### config.mk
export PLATFORM = sky130hd
export DESIGN_NAME = add_subs_acc
export DESIGN_NICKNAME = d
export VERILOG_FILES = /design/src/rtl/add_subs_pkg.sv /design/src/rtl/add_subs_core.sv /design/src/rtl/add_subs_acc.sv
export SDC_FILE = /design/constraint.sdc
export NUM_CORES = 1
export LEC_CHECK = 0
export ABC_AREA = 0
export BUFFER_PORTS_ARGS = -buffer_cell sky130_fd_sc_hd__clkbuf_2
export CAP_MARGIN = 30
export CORE_MARGIN = 2
export CORE_UTILIZATION = 50
export CTS_BUF_LIST = sky130_fd_sc_hd__clkbuf_4 sky130_fd_sc_hd__clkbuf_8
export CTS_CLUSTER_SIZE = 16
export DETAILED_ROUTE_END_ITERATION = 12
export GPL_TIMING_DRIVEN = 0
export PLACE_DENSITY = 0.78
export SYNTH_ARGS = -nofsm -noshare
export SYNTH_HDL_FRONTEND = slang
export SYNTH_SLANG_ARGS = --single-unit
### constraint.sdc
create_clock -name clk -period 4.4 [get_ports clk]
set_clock_uncertainty 0.05 [all_clocks]
set_input_delay 0.44 -clock clk [delete_from_list [all_inputs] [get_ports clk]]
set_output_delay 0.44 -clock clk [all_outputs]
set_load 0.01 [all_outputs]
### src/rtl/add_subs_pkg.sv
// add_subs_pkg: shared op encoding and default width for the add/subtract accumulator
package add_subs_pkg;
  localparam int DEF_WIDTH = 4;
  typedef enum logic [1:0] {
    OP_ADD     = 2'b00,
    OP_SUB     = 2'b01,
    OP_ACC_ADD = 2'b10,
    OP_ACC_SUB = 2'b11
  } op_t;
endpackage

### src/rtl/add_subs_core.sv
// add_subs_core: combinational adder computing x + (m ? ~y + 1 : y) with carry and signed overflow
module add_subs_core #(
  parameter int WIDTH = 4
) (
  input  logic [WIDTH-1:0] x,
  input  logic [WIDTH-1:0] y,
  input  logic             m,
  output logic [WIDTH-1:0] res,
  output logic             cout,
  output logic             ovf
);
  logic [WIDTH-1:0] yi;
  assign yi = m ? ~y : y;
  assign {cout, res} = {1'b0, x} + {1'b0, yi} + {{WIDTH{1'b0}}, m};
  assign ovf = (x[WIDTH-1] == yi[WIDTH-1]) && (res[WIDTH-1] != x[WIDTH-1]);
endmodule

### src/rtl/add_subs_acc.sv
// add_subs_acc: registered add/subtract unit with chaining accumulator and valid/ready handshakes
module add_subs_acc
  import add_subs_pkg::*;
#(
  parameter int WIDTH = DEF_WIDTH
) (
  input  logic             clk,
  input  logic             rst,
  input  logic             in_valid,
  output logic             in_ready,
  input  op_t              op,
  input  logic [WIDTH-1:0] a,
  input  logic [WIDTH-1:0] b,
  input  logic             acc_clr,
  output logic             out_valid,
  input  logic             out_ready,
  output logic [WIDTH:0]   sum,
  output logic             zero,
  output logic             ovf
);
  logic [WIDTH-1:0] acc, x, y, res;
  logic accept, m, cout, c_ovf;
  assign in_ready = !out_valid || out_ready;
  assign accept = in_valid && in_ready;
  assign m = (op == OP_SUB) || (op == OP_ACC_SUB);
  // a clear coinciding with an ACC op makes the accumulator operand zero
  assign x = op[1] ? (acc_clr ? '0 : acc) : a;
  assign y = op[1] ? a : b;
  add_subs_core #(.WIDTH(WIDTH)) u_core (
    .x(x), .y(y), .m(m), .res(res), .cout(cout), .ovf(c_ovf)
  );
  always_ff @(posedge clk or posedge rst) begin
    if (rst) begin
      out_valid <= 1'b0;
      sum <= '0;
      zero <= 1'b0;
      ovf <= 1'b0;
      acc <= '0;
    end else if (accept) begin
      out_valid <= 1'b1;
      sum <= {cout, res};
      zero <= (res == '0);
      ovf <= c_ovf;
      acc <= res;
    end else begin
      if (out_ready) out_valid <= 1'b0;
      if (acc_clr) acc <= '0;
    end
  end
endmodule

==> implementation parameters <==
Parameter                              Value

Outcome
  Outcome    complete, no violations

GRT
  Via count of the first global-routing pass    602
  Maximum number of pins on one net before global-route repair    13
  Global-route congestion overflow total    0
  Global-route wire length before repair    2.421 mm
  Total track usage    17.20%
  Number of antenna violations at the first check in global routing    0

Final layout
  Finished Layout Cells    120
  Nets    124
  Count of antenna diodes in the layout    0
  Fill cell total of the finished layout    131
  Fraction of layout instances using a drive strength above 1    34.62%
  Area growth from synthesis to layout    21.18%

Timing
  Max Fclk    503.8 MHz
  Transition time of the tightest slew-check pin    0.4414 ns
  RSZ-0062 raised after global routing    false
  Max-slew violations    0
  Worst Slack Setup Final    2.415 ns
  Worst-case headroom to the max-slew limit    70.54%
  Count of final hold-check violations    0
  Min Clock Period, post-route    1.985 ns
  WHS    0.08173 ns
  Crit share post-route    45.11%
  Setup TNS    0 ns
  Final setup vio count    0

Synth
  Number of enable-type register cells in the synthesized netlist    0
  Most used flip-flop cell after synthesis    dfrtp_1
  Flip-flop and latch count after synthesis    12
  Leading post-synthesis cells by instance count    nand2_1 (16), dfrtp_1 (12), inv_1 (6), xnor2_1 (6)
  Biggest area contributors in the synthesized netlist    dfrtp_1 (38%), nand2_1 (7.6%), xnor2_1 (6.7%)
  Synthesized area per cell    10.07 um^2
  Cell Area, Synth    785.8 um^2
  Number of distinct library cells after synthesis    27
  Syn Nets    97
  Fraction of synthesized cell area taken by the top area cell type    38.22%
  Top cell type by total area after synthesis    dfrtp_1
  Register area share after synthesis    38.22%
  Number of cells produced by synthesis    78
  Ys async rst share    100.0%
  Most instantiated library cell after synthesis    nand2_1
  Count of warnings emitted by yosys    0

Clocking
  Clock root buffer master    clkbuf_4
  CTS clock-pin slew for the worst setup and hold paths    0.08 ns
  # clock sinks    12
  Clock tree from TritonCTS    done
  Num CTS Buffers    3
  Quantity of gates resized following cts    0
  Clk Latency, worst-skew pair    0.27 ns
  Post-CTS Hold Fix Bufs    0
  Number of buffers on the longest clock path    2
  Number of buffers inserted to repair setup after CTS    0
  Number of H-tree levels    1

Detailed routing
  Via count of the routed design    635
  Antenna viol nets, final    0
  Number of vias per cell    5.292
  DRT Pass-1 Iters    4
  DRC    0
  Violation count after the first detailed-route iteration    10
  Total Routed Length    1.367 mm
  DR WL/cell    11.39 um

Critical path
  Data required time of the critical path    4.57 ns
  Worst setup SP type    input pin
  Data arrival time of the critical path    2.15 ns
  Type of the worst setup path    in2reg
  Kind of capture point of the worst setup path    register
  Critical-path maximum fanout    10

Place
  I/O Buffers    22
  Cell count after placement    116
  Routability Congestion    0.7421
  HPWL reported at the end of detailed placement    1.131 mm
  Worst slack at placement    2.101 ns

Die
  Initial standard-cell utilization of the core    52.77%
  Placeable core area    1489 um^2
  Number of top-level pins    24
  Cell Rows    14
  Area enclosed by the die boundary    1904 um^2
  Height of the chip    43.64 um
  Die W    43.64 um

Power
  Leak pwr    0.0004960 uW
  Maximum VDD drop    168.8 uV
  Switching power as a share of total power    32.81%
  Clock network fraction of design power    23.6%
  Combinational fraction of design power    36.9%
  Net load switching power    121.8 uW
  Cell area power density    389.7 nW/um^2
  Internal portion of total power    249.3 uW
  Sequential share of power    39.5%

Flow run
  Number of maximum-capacitance constraint violations    0

Worst hold path
  Hold crit path type    in2async
[layer usage]
metal	wire, um	global-route usage (%)	vias to the layer above
li1	-	-	317
met1	576	19.89	292
met2	675	29.41	21
met3	72	3.750	5
met4	42	9.091	0
met5	0	0	-
[worst paths after layout]
kind,start,end,slack (ns),cells after the start
worst max-delay path,op[1],zero,2.42,8
worst min-delay path,rst,zero,0.08,2
worst max register to register,acc[1],zero,2.49,7
worst min register to register,sum[2],sum[2],0.43,2
max in group asynchronous,rst,acc[1],3.91,2
min in group clk,in_valid,out_valid,0.36,2
[kinds of logic (layout without fill, tap and decap cells)]
group | after synthesis | in the layout | synth area share, %
xor gates and xnor gates | 7 | 7 | 8.758
buffers and inverters | 8 | 34 | 4.776
and+or+nand+nor | 27 | 27 | 16.88
AOI/OAI and AO/OA | 13 | 13 | 14.17
DFF | 12 | 12 | 38.22
adders and majority gates | 4 | 4 | 7.325
muxes | 7 | 7 | 9.872
[sequential cells by signal, summed over array words and instances, names as in the netlist]
name	count
sum	5
acc	4
out_valid	1
ovf	1
zero	1
[final cells by class]
class | instances | area [um^2] | area share (%)
buffer | 2 | 15.01 | 1.577
clock buffer | 4 | 36.28 | 3.811
inverter | 6 | 22.52 | 2.365
multi-input combinational | 58 | 447.9 | 47.04
sequential | 12 | 300.3 | 31.54
tap | 16 | 20.02 | 2.102
timing repair buffer | 22 | 110.1 | 11.56
[critical path: stages]
cell     delay (ns)
buf_6          0.13
mux2i_1        0.22
xnor2_1        0.16
inv_1          0.09
fa_1           0.57
inv_1          0.05
nor4_1         0.31
a22o_1         0.18
[power by group through the flow]
stage          Combinational (uW)  Sequential, uW  Clock (uW)
4_1_cts                       139             147        88.0
3_5_place_dp                  139             149           0
3_3_place_gp                  136             148           0
6_report                      137             147        87.5
2_1_floorplan                90.0             156           0
5_1_grt                       153             150        92.3
[placed cells by master, fill, tap and decap left out, types with 2 or more instances in the layout]
| cell type | synthesis | layout |
|---|---|---|
| clkbuf_4 | 0 | 3 |
| dfrtp_1 | 12 | 12 |
| ha_1 | 3 | 3 |
| mux2_2 | 2 | 2 |
| clkbuf_2 | 0 | 22 |
| nand2_1 | 16 | 16 |
| inv_1 | 6 | 6 |
| o21ai_0 | 4 | 4 |
| mux2i_1 | 4 | 4 |
| nand3_1 | 2 | 2 |
| o21ai_1 | 2 | 2 |
| nand3b_1 | 2 | 2 |
| nand2b_1 | 2 | 2 |
| xnor2_1 | 6 | 6 |
| nor2b_1 | 2 | 2 |
| a21oi_1 | 2 | 2 |
[stage by stage]
step | area [um^2] | util (%) | power [uW]
2_1_floorplan | 785.8 | - | 246.3
3_3_place_gp | 915.9 | 61.51 | 283.2
3_5_place_dp | 915.9 | 61.51 | 287.7
4_1_cts | 952.2 | 63.95 | 374.0
5_1_grt | 952.2 | 63.95 | 395.7
6_report | 952.2 | 63.95 | 371.1
(Power assumes the default switching activity.)
